## src/rtl/dmem_bus_bridge_pkg.sv

```systemverilog
// Shared load/store constants, bridge FSM states and byte-lane helpers
// for the M-stage data bus bridge.
package riscv_pkg;

  localparam logic [2:0] F3_LB  = 3'b000;
  localparam logic [2:0] F3_LH  = 3'b001;
  localparam logic [2:0] F3_LW  = 3'b010;
  localparam logic [2:0] F3_LBU = 3'b100;
  localparam logic [2:0] F3_LHU = 3'b101;

  typedef enum logic [1:0] {
    IDLE,
    REQ,
    RESP,
    DONE
  } dmem_state_t;

  function automatic logic [3:0] be_for(
    input logic [2:0] f3,
    input logic [1:0] off
  );
    unique case (f3[1:0])
      2'b00:   be_for = 4'b0001 << off;
      2'b01:   be_for = off[1] ? 4'b1100 : 4'b0011;
      default: be_for = 4'b1111;
    endcase
  endfunction

  function automatic logic is_aligned(
    input logic [2:0] f3,
    input logic [1:0] off
  );
    unique case (f3[1:0])
      2'b10:   is_aligned = (off == 2'b00);
      2'b01:   is_aligned = ~off[0];
      default: is_aligned = 1'b1;
    endcase
  endfunction

  function automatic logic [31:0] wdata_for(
    input logic [2:0]  f3,
    input logic [31:0] wd
  );
    unique case (f3[1:0])
      2'b00:   wdata_for = {4{wd[7:0]}};
      2'b01:   wdata_for = {2{wd[15:0]}};
      default: wdata_for = wd;
    endcase
  endfunction

endpackage

```

## src/rtl/dmem_bus_bridge_if.sv

```systemverilog
// Valid/ready data bus between the M-stage bridge (master)
// and the external memory system (slave).
interface dmem_bus_if #(
  parameter int ADDR_W = 32
) ();

  logic              bus_valid;
  logic              bus_ready;
  logic              bus_we;
  logic [ADDR_W-1:0] bus_addr;
  logic [31:0]       bus_wdata;
  logic [3:0]        bus_be;
  logic              bus_rvalid;
  logic [31:0]       bus_rdata;

  modport master (
    output bus_valid, bus_we, bus_addr,
    output bus_wdata, bus_be,
    input  bus_ready, bus_rvalid, bus_rdata
  );

  modport slave (
    input  bus_valid, bus_we, bus_addr,
    input  bus_wdata, bus_be,
    output bus_ready, bus_rvalid, bus_rdata
  );

endinterface

```

## src/rtl/dmem_bus_bridge_load_extend.sv

```systemverilog
// Load lane select plus sign/zero extension of a full bus word.
// Purely combinational.
module load_extend
  import riscv_pkg::*;
(
  input  logic [2:0]  i_funct3,
  input  logic [1:0]  i_off,
  input  logic [31:0] i_rdata,
  output logic [31:0] o_data
);

  logic [7:0]  w_byte;
  logic [15:0] w_half;

  always_comb begin
    w_byte = i_rdata[7:0];
    unique case (i_off)
      2'd0: w_byte = i_rdata[7:0];
      2'd1: w_byte = i_rdata[15:8];
      2'd2: w_byte = i_rdata[23:16];
      2'd3: w_byte = i_rdata[31:24];
    endcase
  end

  assign w_half = i_off[1] ? i_rdata[31:16] : i_rdata[15:0];

  always_comb begin
    o_data = i_rdata;
    unique case (i_funct3)
      F3_LB:   o_data = {{24{w_byte[7]}}, w_byte};
      F3_LH:   o_data = {{16{w_half[15]}}, w_half};
      F3_LBU:  o_data = {24'd0, w_byte};
      F3_LHU:  o_data = {16'd0, w_half};
      default: o_data = i_rdata;
    endcase
  end

endmodule

```

## src/rtl/dmem_bus_bridge.sv

```systemverilog
// M-stage bridge from the pipeline memory request to a valid/ready bus.
// Optional bus timeout: define DMEM_TIMEOUT_EN.
module dmem_bus_bridge
  import riscv_pkg::*;
#(
  parameter int ADDR_W      = 32,
  parameter int TIMEOUT_CYC = 255
) (
  input  logic        clk,
  input  logic        rst,
  input  logic        MemReadM,
  input  logic        MemWriteM,
  input  logic [2:0]  Funct3M,
  input  logic [31:0] ALUResultM,
  input  logic [31:0] WriteDataM,
  output logic [31:0] ReadDataM,
  output logic        StallM,
  output logic        MisalignM,
  output logic        BusErrM,
  dmem_bus_if.master  bus
);

  dmem_state_t       r_state;
  dmem_state_t       w_next;
  logic              r_we;
  logic [ADDR_W-1:0] r_addr;
  logic [31:0]       r_wdata;
  logic [3:0]        r_be;
  logic [2:0]        r_f3;
  logic [1:0]        r_off;
  logic [31:0]       r_rdata;
  logic [31:0]       w_ext;
  logic              w_req;
  logic              w_aligned;
  logic              w_go;
  logic              w_timeout;
  logic              w_store;

  assign w_req     = MemReadM | MemWriteM;
  assign w_store   = MemWriteM & ~MemReadM;
  assign w_aligned = is_aligned(Funct3M, ALUResultM[1:0]);
  assign w_go      = w_req & w_aligned;

  load_extend u_ext (
    .i_funct3 (r_f3),
    .i_off    (r_off),
    .i_rdata  (bus.bus_rdata),
    .o_data   (w_ext)
  );

`ifdef DMEM_TIMEOUT_EN
  logic [7:0] r_cnt;
  logic       w_wait;

  assign w_wait    = (r_state == REQ) | (r_state == RESP);
  assign w_timeout = w_wait & (r_cnt == 8'(TIMEOUT_CYC));

  // restarts on every state entry so REQ and RESP each get a full budget
  always_ff @(posedge clk or negedge rst) begin
    if (!rst)
      r_cnt <= 8'd0;
    else if (!w_wait || w_next != r_state)
      r_cnt <= 8'd0;
    else
      r_cnt <= r_cnt + 8'd1;
  end
`else
  logic w_unused_to;
  assign w_unused_to = (TIMEOUT_CYC == 0);
  assign w_timeout   = 1'b0;
`endif

  always_ff @(posedge clk or negedge rst) begin
    if (!rst)
      r_state <= IDLE;
    else
      r_state <= w_next;
  end

  always_comb begin
    w_next = r_state;
    unique case (r_state)
      IDLE: if (w_go) w_next = REQ;
      REQ: begin
        if (w_timeout)
          w_next = DONE;
        else if (bus.bus_ready)
          w_next = r_we ? DONE : RESP;
      end
      RESP: begin
        if (w_timeout || bus.bus_rvalid)
          w_next = DONE;
      end
      DONE:    w_next = IDLE;
      default: w_next = IDLE;
    endcase
  end

  always_ff @(posedge clk or negedge rst) begin
    if (!rst) begin
      r_we    <= 1'b0;
      r_addr  <= '0;
      r_wdata <= 32'd0;
      r_be    <= 4'd0;
      r_f3    <= 3'd0;
      r_off   <= 2'd0;
      r_rdata <= 32'd0;
    end else begin
      if (r_state == IDLE && w_go) begin
        r_we    <= w_store;
        r_addr  <= {ALUResultM[ADDR_W-1:2], 2'b00};
        r_wdata <= w_store ? wdata_for(Funct3M, WriteDataM)
                           : 32'd0;
        r_be    <= be_for(Funct3M, ALUResultM[1:0]);
        r_f3    <= Funct3M;
        r_off   <= ALUResultM[1:0];
        r_rdata <= 32'd0;
      end else if (w_timeout) begin
        r_rdata <= 32'd0;
      end else if (r_state == RESP && bus.bus_rvalid) begin
        r_rdata <= w_ext;
      end
    end
  end

  // pipeline-facing outputs are forced low while reset is held
  always_comb begin
    StallM    = 1'b0;
    MisalignM = 1'b0;
    ReadDataM = 32'd0;
    unique case (1'b1)
      (r_state == IDLE): begin
        StallM    = rst & w_go;
        MisalignM = rst & w_req & ~w_aligned;
      end
      (r_state == REQ):  StallM = rst;
      (r_state == RESP): StallM = rst;
      (r_state == DONE): ReadDataM = r_we ? 32'd0 : r_rdata;
      default: ;
    endcase
  end

  assign BusErrM       = w_timeout;
  assign bus.bus_valid = (r_state == REQ) & ~w_timeout;
  assign bus.bus_we    = (r_state == REQ) & r_we;
  assign bus.bus_addr  = (r_state == REQ) ? r_addr : '0;
  assign bus.bus_wdata = (r_state == REQ) ? r_wdata : 32'd0;
  assign bus.bus_be    = (r_state == REQ) ? r_be : 4'd0;

endmodule

```

## src/flat_wrapper.sv

```systemverilog
// flat-port wrapper written by rule: the top's interface ports become plain ports
module dmem_bus_bridge_flat import riscv_pkg::*;
#(
  parameter int ADDR_W      = 32,
  parameter int TIMEOUT_CYC = 255
)
  (clk, rst, MemReadM, MemWriteM, Funct3M, ALUResultM, WriteDataM, ReadDataM, StallM, MisalignM, BusErrM, bus_bus_valid, bus_bus_we, bus_bus_addr, bus_bus_wdata, bus_bus_be, bus_bus_ready, bus_bus_rvalid, bus_bus_rdata);
  dmem_bus_if #(.ADDR_W(ADDR_W)) bus_i ();
  input  logic clk;
  input  logic rst;
  input  logic MemReadM;
  input  logic MemWriteM;
  input  logic [2:0] Funct3M;
  input  logic [31:0] ALUResultM;
  input  logic [31:0] WriteDataM;
  output logic [31:0] ReadDataM;
  output logic StallM;
  output logic MisalignM;
  output logic BusErrM;
  output wire logic [$bits(bus_i.bus_valid)-1:0] bus_bus_valid;
  output wire logic [$bits(bus_i.bus_we)-1:0] bus_bus_we;
  output wire logic [$bits(bus_i.bus_addr)-1:0] bus_bus_addr;
  output wire logic [$bits(bus_i.bus_wdata)-1:0] bus_bus_wdata;
  output wire logic [$bits(bus_i.bus_be)-1:0] bus_bus_be;
  input wire logic [$bits(bus_i.bus_ready)-1:0] bus_bus_ready;
  input wire logic [$bits(bus_i.bus_rvalid)-1:0] bus_bus_rvalid;
  input wire logic [$bits(bus_i.bus_rdata)-1:0] bus_bus_rdata;
  assign bus_bus_valid = bus_i.bus_valid;
  assign bus_bus_we = bus_i.bus_we;
  assign bus_bus_addr = bus_i.bus_addr;
  assign bus_bus_wdata = bus_i.bus_wdata;
  assign bus_bus_be = bus_i.bus_be;
  assign bus_i.bus_ready = bus_bus_ready;
  assign bus_i.bus_rvalid = bus_bus_rvalid;
  assign bus_i.bus_rdata = bus_bus_rdata;
  dmem_bus_bridge #(.ADDR_W(ADDR_W), .TIMEOUT_CYC(TIMEOUT_CYC)) u_core (.clk(clk), .rst(rst), .MemReadM(MemReadM), .MemWriteM(MemWriteM), .Funct3M(Funct3M), .ALUResultM(ALUResultM), .WriteDataM(WriteDataM), .ReadDataM(ReadDataM), .StallM(StallM), .MisalignM(MisalignM), .BusErrM(BusErrM), .bus(bus_i));
endmodule
```

## config.mk

```make
export PLATFORM = sky130hd
export DESIGN_NAME = dmem_bus_bridge_flat
export DESIGN_NICKNAME = d
export VERILOG_FILES = /design/src/rtl/dmem_bus_bridge_pkg.sv /design/src/rtl/dmem_bus_bridge_if.sv /design/src/rtl/dmem_bus_bridge_load_extend.sv /design/src/rtl/dmem_bus_bridge.sv /design/src/flat_wrapper.sv
export SDC_FILE = /design/constraint.sdc
export NUM_CORES = 1
export LEC_CHECK = 0
export BUFFER_PORTS_ARGS = -buffer_cell sky130_fd_sc_hd__buf_4
export CAP_MARGIN = 10
export CORE_ASPECT_RATIO = 0.7
export CORE_MARGIN = 4
export CORE_UTILIZATION = 46
export CTS_BUF_LIST = sky130_fd_sc_hd__clkbuf_16
export CTS_CLUSTER_SIZE = 8
export DETAILED_ROUTE_END_ITERATION = 10
export PLACE_DENSITY = 0.77
export SETUP_SLACK_MARGIN = 0.05
export SLEW_MARGIN = 30
export SYNTH_ARGS = -nofsm -noshare
export SYNTH_HDL_FRONTEND = slang
export SYNTH_HIERARCHICAL = 1
export SYNTH_SLANG_ARGS = --single-unit
```

## constraint.sdc

```tcl
create_clock -name clk -period 1.9 [get_ports clk]
set_input_delay 0.38 -clock clk [delete_from_list [all_inputs] [get_ports clk]]
set_output_delay 0.38 -clock clk [all_outputs]
set_load 0.01 [all_outputs]
```

-- Word level (Yosys, flattened, before mapping)
Cells that the tools add are included.
- register bits after elaboration: 106
- output and inout bits: 105
- word-level logic and storage cells: 65
- equality and inequality tests: 14
- shift operators: 1
- multiplexer cells: 22
- bitwise operators: 10
- reductions and logical operators: 10
- operator list (operator ; count):
    two-way mux 32 bit ; 7
    case mux 32 bit (4 select lines) ; 1
    case mux 32 bit (2 select lines) ; 1
    case mux 8 bit (4 select lines) ; 1
    two-way mux 16 bit ; 1
    == test 2 bit (second input constant) ; 5
    zero test 2 bit ; 4
    two-way mux 4 bit ; 2
    case mux 2 bit (4 select lines) ; 1
    case mux 4 bit (2 select lines) ; 1
    bitwise AND 1 bit ; 6
    == test 2 x 1 -> 1 bit (second input constant) ; 3
    == test 3 bit (second input constant) ; 2
    two-way mux 2 bit ; 3
    != test 2 x 1 -> 1 bit (second input constant) ; 2
    case mux 1 bit (2 select lines) ; 2
    left shift 1 x 2 -> 4 bit (first input constant) ; 1
    == test 3 x 1 -> 1 bit (second input constant) ; 1
    zero test 3 bit ; 1
    NOT 1 bit ; 3
    AND reduction 3 bit ; 1
    logical AND 1 bit ; 2
    two-way mux 1 bit ; 2
    != test 2 bit (second input constant) ; 1
    3 further kinds ; 3

-- Depth between registers and ports, before layout
Gate-level depths: netlist of the first run.
- depth in word-level cells: 5
- mapped depth: 9
- depth with buffers taken out: 6

-- Modules after synthesis
Netlist of the first run, hierarchy kept.
- modules (own cells, without submodules) (module ; instances ; cells an instance ; area each (sq um)):
    dmem_bus_bridge ; 1 ; 626 ; 5351.4
    load_extend ; 1 ; 110 ; 649.4

-- Worst setup path after synthesis of the first run
No wires, ideal clock.
- kind: input to output
- from: input Funct3M[0]
- to: output StallM
- arrival: 1.740 ns
- data required time: 1.520 ns
- setup slack: -0.220 ns
- stages: 7
- cell sequence: inv_1 ha_1 or3b_4 a31oi_4 buf_2 nor2_1 nor3_1
- longest elaborated chain between the ends: 5
- elaborated cells between the ends (all ways): 6
- those cells by class: 2 x eq/ne; 2 x mux; 2 x bitwise
- RTL lines (what ; line ; RTL):
    from (decl) ; flat_wrapper.sv:13 ; input logic [2:0] Funct3M;
    == test 2 x 1 -> 1 bit / == test 2 bit (equally long branches) ; dmem_bus_bridge_pkg.sv:33 ; unique case (f3[1:0])
    case mux 1 bit (2 select lines) * ; dmem_bus_bridge_pkg.sv:33 ;
    bitwise AND 1 bit * ; dmem_bus_bridge.sv:42 ; assign w_go = w_req & w_aligned;
    bitwise AND 1 bit * ; dmem_bus_bridge.sv:133 ; StallM = rst & w_go;
    case mux 1 bit (2 select lines) * ; dmem_bus_bridge.sv:131 ; unique case (1'b1)
    to (decl) ; flat_wrapper.sv:17 ; output logic StallM;
Every way passes the cells marked *; elsewhere a longest branch is shown, timed or not.

-- Final worst setup path of the first run
- from: register u_core.r_state[1]
- to: output ReadDataM[21]
- longest elaborated chain between the ends: 2
- RTL lines (what ; line ; RTL):
    from (decl) ; dmem_bus_bridge.sv:23 ; dmem_state_t r_state;
    from (signal assigned) ; dmem_bus_bridge.sv:77 ; r_state <= w_next;
    == test 2 bit ; dmem_bus_bridge.sv:138 ; (r_state == DONE): ReadDataM = r_we ? 32'd0 : r_rdata;
    two-way mux 32 bit ; dmem_bus_bridge.sv:131 ;
    to (decl) ; flat_wrapper.sv:16 ; output logic [31:0] ReadDataM;
No other way between the ends.

==> results of run 1 <==
## flip-flops by register name, indices dropped and copies added (netlist names)
register / cells
u_core/r_state: 2
u_core/r_addr: 30
u_core/r_f3: 3
u_core/r_off: 2
u_core/r_be: 4
u_core/r_we: 1
u_core/r_wdata: 32
u_core/r_rdata: 32
## power groups by stage
| stage | registers (mW) | logic (mW) | clock network [mW] |
|---|---|---|---|
| final | 3.76 | 6.45 | 1.73 |
| after global routing | 3.88 | 7.00 | 1.87 |
| after CTS | 3.67 | 5.44 | 1.79 |
| after detailed placement | 3.70 | 5.37 | 0 |
| after global placement | 3.68 | 5.26 | 0 |
| after floorplan | 3.55 | 3.36 | 0 |
## cell usage after synthesis (all sizes together) (2+ instances only)
library cell / instances
a21oi: 40
a22o: 7
a22oi: 13
a31oi: 5
and2: 100
buf: 25
clkbuf: 33
dfrtp: 106
ha: 8
inv: 9
mux2: 8
mux2i: 10
nand2: 269
nand2b: 4
nand3: 11
nor2: 10
nor2b: 4
nor3: 2
o211ai: 2
o21ai: 32
o21bai: 2
o31ai: 24
## repair_timing
action	4_1_cts	5_1_grt
hold buffers	0	0
cloned	0	5
resized for setup	10	122
endpoints found under the setup margin	102	112
buffers inserted	0	2
pin swaps	0	33
## cells by family after synthesis
kind of cell	count (synthesis)
flops	106
other cells	1
fa+ha+maj	8
simple gates	404
compound gates	131
buf+inv	67
mux	19
## path summary, 6_finish.rpt
path	end
worst max-delay path	ReadDataM[21]
worst max register to register	u_core/r_state[1]
min in group clk	u_core/r_addr[16]
worst min-delay path	u_core/r_rdata[9]
max in group asynchronous	u_core/r_rdata[12]
worst min register to register	u_core/r_wdata[2]
## placed cells by master, fill, tap and decap left out, drive strengths merged, types with 2 or more instances in the layout
master	n
nand2	269
o21bai	2
inv	11
nand2b	4
buf	245
a31oi	5
mux2	8
o31ai	24
o21ai	32
nor3	2
mux2i	10
nor2	10
nor2b	4
a21oi	40
o211ai	2
a22oi	13
and2	100
clkinv	3
dfrtp	106
a22o	7
ha	8
nand3	11
conb	3
clkinvlp	2
clkbuf	13
## routing by layer
metal	GRT usage [%]	vias up
met5	0	-
met3	5.99	23
met4	4.59	0
met2	32.9	242
met1	34.3	2773
li1	-	2796
## stage by stage
stage | instances | instance area [um^2]
6_report | 1107 | 8720
3_5_place_dp | 1084 | 7900
4_1_cts | 1100 | 8210
3_3_place_gp | 1084 | 7900
5_1_grt | 1107 | 8720
2_1_floorplan | 738 | 6060
## area by class of cell
class,count,share of cell area (%)
clock inverter,7,0.517
sequential,106,30.4
tap,162,2.33
clock buffer,9,2.58
timing repair buffer,249,25.9
inverter,9,0.531
multi-input combinational,565,37.7
==> summary.txt, run 1 <==
Final Skew: 10.9 ps
die width: 145 um
Yosys reg bits: 106
Min Hold Slack: 66.6 ps
antenna violations before repair: 0
worst reg-to-reg setup slack: 160 ps
Final Hold Viols: 0
Routed WL: 18.7 mm
H-tree depth: 3
sw power: 4.66 mW
IO buf count: 206
DR WL/cell: 16.9 um
CP Capture Type: primary output
Die H: 104 um
CTS buffer count: 9
Pint: 7.27 mW
Area Overhead vs Synth: 45.3%
M1 wire length: 8.35 mm
Pwr Total: 11.9 mW
Worst Path Max Fanout: 8
drt first pass iters: 5
final setup TNS: -13,820 ps
Combinational Power Share: 54.0%
worst-skew pair later-pin latency: 340 ps
sequential area share after synthesis: 44.2%
final worst slack: -177 ps
Die ar.: 15,000 um^2
final design utilization: 69.2%
vias in the first global route: 5,398
multi-input logic area: 3290 um^2
total gr overflow: 0
first-pass GRT wire length: 27.8 mm
CORE AREA: 12,600 um^2
CTS tree: yes
number of max-cap violations: 0
drt drc: 0
Top Family by Delay on Critical Path: buffers and inverters
Adder-Cell Fraction of Synth Area: 1.67%
IO Pins: 210
VDD IR max: 0.692 mV
WP depth: 6
CP arrival: 1700 ps
WP data required: 1520 ps
Sw Share: 39.0%
Setup violations, final: 100
unrepaired setup endpoints after global routing: yes
R2R Path Start: u_core/r_state[1]
antenna cell count: 0
sequential cell area: 2650 um^2
worst setup path startpoint: u_core/r_state[1]
DR iter-0 viols: 516
Initial Utilization: 47.7%
Global Route Usage Sum: 22.7%
antenna-violating nets left: 0
slowest stage delay, CP: 390 ps
FMAX: 0.481 GHz
main combinational cell family by area after synthesis: simple AND/OR/NAND/NOR gates
ys flop type: dfrtp_1
placer's final routability congestion estimate: 0.881
crit path launch type: flip-flop
root buf cell: clkbuf_16
final net count: 1,053
leakage: 4.43 nW
Final HPWL DP: 12.4 mm
via-per-instance ratio: 5.27
Post-Synthesis Cells: 736
Pins Over Slew Limit: 0
Async S/R FF share, synth: 100%
clock transition at the registers of the reported paths: 70 ps
largest net degree at the start of global routing: 107
Yosys cell types: 39
Top cell by count, worst path: buf_6
top sig layer: met4
clk buf depth: 2
hold crit path type: primary input to async pin
Post-Synthesis Cell Area: 6000 um^2
Post-Synth Simple-Gate Area: 30.6%
status: complete, but fails checks
sequential power share: 31.5%
clock group share of total power: 14.5%
share of layout cells above drive strength 1: 38.7%
Rows: 34
mux cell area share after synthesis: 3.54%
synthesized area per cell: 8.15 um^2
via count: 5,834
Tcrit/Tclk final: 109%
metal2 WL: 8.36 mm
Worst Max-Slew Pin Slew: 641 ps
Reg2Reg Depth: 7
Final Critical Period: 2080 ps
met3 WL post-DR: 1.68 mm
CP max stage cell: dfrtp_1
fill cell count: 1,023
pre-CTS setup slack: -171 ps
top-area cell type share of the netlist area: 44.2%
Compound-Gate Fraction of Synth Area: 14.1%
failing checks: negative setup slack
Yosys warning count: 6
critical path cell sequence: buf_6 > ha_4 > nor2b_4 > clkbuf_16 > and2_4 > buf_6
CP Buf/Inv Count: 3
crit path kind: flip-flop to primary output
P per Cell Area: 1370 nW/um^2
leading post-synthesis cells by cell area: dfrtp_1, nand2_1, and2_1
clock sink count: 106
Post-synth EDFFs: 0
Synth Area in XOR/XNOR: 0%
worst rel slew slack: 57.2%
Synth area leader: dfrtp_1
(Power assumes the default switching activity.)
==> run 2: changes to the inputs <==
- CORE_MARGIN: 4 -> unset
- CORE_UTILIZATION: 46 -> 47
- CTS_BUF_LIST: sky130_fd_sc_hd__clkbuf_16 -> sky130_fd_sc_hd__clkbuf_2 sky130_fd_sc_hd__clkbuf_4 sky130_fd_sc_hd__clkbuf_8
- CTS_CLUSTER_DIAMETER: unset -> 100
- PLACE_DENSITY: 0.77 -> 0.79
==> run 2 against run 1 <==
  * The flow still finishes with violations (negative setup slack)
  * Clock skew shrank 5.5 ps
  * Critical path type unchanged
  * Critical path depth shrank 1
  * Largest power group unchanged
  * Wire length shrank 3.1%
  * Final cell count grew 0.81%
==> summary.txt, run 2 (synthesized netlist as in run 1, its figures left out) <==
largest net degree at the start of global routing: 58
failing checks: negative setup slack
hold crit path type: primary input to async pin
Min Hold Slack: 147 ps
worst reg-to-reg setup slack: 160 ps
crit path launch type: flip-flop
total gr overflow: 0
IO Pins: 210
drt drc: 0
clock sink count: 106
Final Skew: 5.45 ps
Final HPWL DP: 12.4 mm
DR iter-0 viols: 413
IO buf count: 206
reg2reg end: u_core/r_state[1]
design area: 8580 um^2
final setup TNS: -14,590 ps
Worst Path Max Fanout: 16
DR WL/cell: 16.2 um
Area Overhead vs Synth: 42.9%
final design utilization: 69.0%
drt first pass iters: 6
CP arrival: 1700 ps
worst rel slew slack: 53.5%
non-filler cells, final: 1,116
pre-CTS setup slack: -159 ps
Routed WL: 18.1 mm
CP Buf/Inv Count: 2
root buf cell: clkbuf_8
DP Cell Count: 1,086
R2R Path Start: u_core/r_state[1]
slowest stage delay, CP: 440 ps
clock transition at the registers of the reported paths: 100 ps
unrepaired setup endpoints after global routing: yes
Reg2Reg Depth: 7
final worst slack: -179 ps
commonest non-fill, non-tap cells in the layout: nand2_1, buf_4, dfrtp_1
status: complete, but fails checks
Global Route Usage Sum: 26.1%
number of max-cap violations: 0
vias in the first global route: 5,245
# hold bufs at CTS: 0
H-tree depth: 3
VDD IR max: 0.702 mV
CORE AREA: 12,400 um^2
Setup violations, final: 102
met3 WL post-DR: 1.70 mm
Pins Over Slew Limit: 0
share of layout cells above drive strength 1: 34.8%
FMAX: 0.481 GHz
Tcrit/Tclk final: 109%
metal2 WL: 8.04 mm
CTS buffer count: 9
crit path kind: flip-flop to primary output
P per Cell Area: 1330 nW/um^2
Pwr Total: 11.4 mW
worst-skew pair later-pin latency: 370 ps
CP Capture Type: primary output
via count: 5,830
Initial Utilization: 48.3%
Rows: 34
die width: 137 um
top sig layer: met4
top flop regs: u_core/r_rdata (32), u_core/r_wdata (32), u_core/r_addr (30)
fill cell count: 1,026
Top Family by Delay on Critical Path: flip-flops
first-pass GRT wire length: 26.5 mm
clk buf depth: 2
Placement Cell Area: 7910 um^2
Final Hold Viols: 0
M1 wire length: 8.09 mm
critical path cell sequence: ha_4 > nor2b_4 > clkbuf_16 > and2_1 > buf_4
antenna violations before repair: 1
most common library cell in the layout ignoring fill and taps: nand2_1
Die H: 96.5 um
WP data required: 1520 ps
Worst Max-Slew Pin Slew: 698 ps
via-per-instance ratio: 5.22
leakage: 4.37 nW
Final Critical Period: 2080 ps
antenna-violating nets left: 0
Die ar.: 13,200 um^2
placer's final routability congestion estimate: 0.921
CTS tree: yes
final net count: 1,061
CP max stage cell: dfrtp_2
## run 2: routing by layer
metal / vias up / GRT usage (%)
li1: 2820 / -
met1: 2725 / 37.4
met2: 261 / 39.3
met3: 24 / 6.68
met4: 0 / 6.41
met5: - / 0
## run 2: how the worst max path moves through the flow
stage                       from                  to  slack (ps)  cells after the start
4_1_cts        u_core/r_state[0]              StallM        -190                      7
5_1_grt        u_core/r_state[0]       ReadDataM[19]        -250                      5
2_1_floorplan         Funct3M[0]              StallM         -20                      7
3_5_place_dp          Funct3M[0]  u_core/r_wdata[13]        -160                      8
3_3_place_gp          Funct3M[0]              StallM        -110                      8
6_report       u_core/r_state[0]       ReadDataM[11]        -180                      5
## run 2: repair_timing
| item | in CTS | in global routing |
|---|---|---|
| cloned | 1 | 5 |
| buffers inserted | 3 | 5 |
| endpoints found under the setup margin | 155 | 147 |
| gates resized for setup | 23 | 57 |
| pin swaps | 0 | 16 |
## run 2: power by group
group          internal, mW  total (mW)  switching [mW]
Clock                 0.527        1.35           0.818
Sequential             3.19        3.74           0.555
Combinational          3.10        6.28            3.18
Total                  6.81        11.4            4.56
## run 2: cell type report
cell class / count / area (um^2) / share of cell area [%]
clock inverters: 6 / 48.8 / 0.569
diodes: 1 / 2.50 / 0.0292
clock buffers: 10 / 138 / 1.60
flip-flops and latches: 106 / 2660 / 31.0
repair buffers: 257 / 2300 / 26.8
well taps: 162 / 203 / 2.36
inverters: 9 / 46.3 / 0.540
multi-input cells: 565 / 3180 / 37.1
==> run 3: changes to the inputs <==
- CELL_PAD_IN_SITES_DETAIL_PLACEMENT: unset -> 2
- CELL_PAD_IN_SITES_GLOBAL_PLACEMENT: unset -> 2
- CORE_UTILIZATION: 47 -> 26
- PLACE_DENSITY: 0.79 -> unset
- PLACE_DENSITY_LB_ADDON: unset -> 0.1
==> run 3 against run 2 <==
  * The run still ends with negative setup slack left
  * Clock power is 4% higher
  * Critical path depth is 2 higher
  * Sequential share of layout area is 2.1 points lower
  * Critical endpoint is now ReadDataM[2]
  * Largest cell class unchanged
  * Sequential cell count stayed put
  * Global-route usage is 4.8 points lower
==> summary.txt, run 3 (synthesized netlist as in run 1, its figures left out) <==
FMAX: 0.458 GHz
CTS buffer count: 9
first-pass GRT wire length: 38.8 mm
Pins Over Slew Limit: 0
slowest stage delay, CP: 400 ps
Placement Cell Area: 8150 um^2
Worst Path Max Fanout: 8
CP arrival: 1800 ps
CP max stage cell: dfrtp_1
via count: 6,102
Setup violations, final: 102
Final HPWL DP: 17.4 mm
design area: 9200 um^2
hold crit path type: primary input to async pin
Top cell by count, worst path: buf_6
top flop regs: u_core/r_rdata (32), u_core/r_wdata (32), u_core/r_addr (30)
final worst slack: -283 ps
root buf cell: clkbuf_8
Routed WL: 26.0 mm
P per Cell Area: 1380 nW/um^2
DR WL/cell: 20.3 um
share of layout cells above drive strength 1: 40.5%
Worst Max-Slew Pin Slew: 648 ps
worst-skew pair later-pin latency: 390 ps
final net count: 1,074
CTS tree: yes
H-tree depth: 3
Global Route Usage Sum: 21.3%
critical path cell sequence: buf_6 > ha_4 > nor2b_4 > buf_6 > buf_16 > and2_4 > buf_6
DR iter-0 viols: 306
status: complete, but fails checks
clock sink count: 106
Final Skew: 16.2 ps
unrepaired setup endpoints after global routing: yes
Rows: 46
IO buf count: 206
Area Overhead vs Synth: 53.4%
crit path launch type: flip-flop
most common library cell in the layout ignoring fill and taps: nand2_1
failing checks: negative setup slack
Final Critical Period: 2180 ps
Tcrit/Tclk final: 115%
clk buf depth: 2
# hold bufs at CTS: 0
Die H: 129 um
total gr overflow: 0
CP Capture Type: primary output
VDD IR max: 0.486 mV
largest net degree at the start of global routing: 107
crit path kind: flip-flop to primary output
vias in the first global route: 6,611
worst rel slew slack: 56.8%
placer's final routability congestion estimate: 0.797
worst reg-to-reg setup slack: 70 ps
antenna-violating nets left: 0
WP data required: 1520 ps
via-per-instance ratio: 4.77
leakage: 4.56 nW
Min Hold Slack: 73.8 ps
drt first pass iters: 6
commonest non-fill, non-tap cells in the layout: nand2_1, buf_4, dfrtp_1
Final Hold Viols: 0
number of max-cap violations: 0
antenna violations before repair: 0
final design utilization: 40.7%
clock transition at the registers of the reported paths: 110 ps
die width: 184 um
IO Pins: 210
Pwr Total: 12.7 mW
Die ar.: 23,700 um^2
Initial Utilization: 26.5%
drt drc: 0
CORE AREA: 22,600 um^2
==> run 3: cell count changes in the layout (fill, tap and decap cells not counted), sizes merged <==
cell	before	now
clkinvlp	2	1
buf	252	264
inv	11	12
clkbuf	15	16
==> run 3: metal layers <==
layer  share of wire [%]  wire (um)  global-route usage, %
met5                   0          0                      0
met4                 1.2        309                   4.26
met3                 5.4       1400                   5.12
met2                  45      11800                   33.6
met1                  48      12500                   29.7
==> run 3: worst max-delay path: cells and delay by family (launching register included) <==
kind / cells / cell delay [ps]
fa+ha+maj: 1 / 130
buf+inv: 4 / 520
flops: 1 / 400
simple gates: 2 / 360
==> run 3: power by group <==
group | switching (mW) | total (mW) | internal (mW)
combinational | 3.77 | 7.46 | 3.69
clock | 0.897 | 1.41 | 0.509
sequential | 0.611 | 3.79 | 3.18
total | 5.27 | 12.7 | 7.38
==> run 3: worst paths after layout <==
check                                  start  cells past startpoint                end
max in group asynchronous                rst                      2     u_core/r_f3[2]
min in group clk              ALUResultM[29]                      3  u_core/r_addr[29]
min                                      rst                      2  u_core/r_rdata[4]
min reg2reg                u_core/r_addr[22]                      2  u_core/r_addr[22]
max                        u_core/r_state[0]                      7       ReadDataM[2]
max reg2reg                u_core/r_state[0]                      9     u_core/r_be[3]
==> run 3: metrics by stage <==
step                      instances  setup WS, ps  TNS, ps
after floorplan                 738         -18.5    -18.5
after global placement         1240          -133    -3660
after detailed placement       1240          -183    -6520
after CTS                      1271          -282   -22480
after global routing           1278          -358   -31520
final                          1279          -283   -23340
==> run 3: repair_timing <==
item / CTS / global route
setup endpoints to repair: 102 / 151
cloned: 4 / 6
pin swaps: 31 / 4
gates resized for setup: 129 / 44
setup buffers: 11 / 5
==> run 3: cell type report <==
class                   count  area (um^2)
inverters                   9         48.8
fillers                  2510        13400
well taps                 312          390
clock buffers              10          131
clock inverters             6         47.5
repair buffers            270         2630
flip-flops and latches    106         2650
diodes                      1         2.50
multi-input cells         565         3300
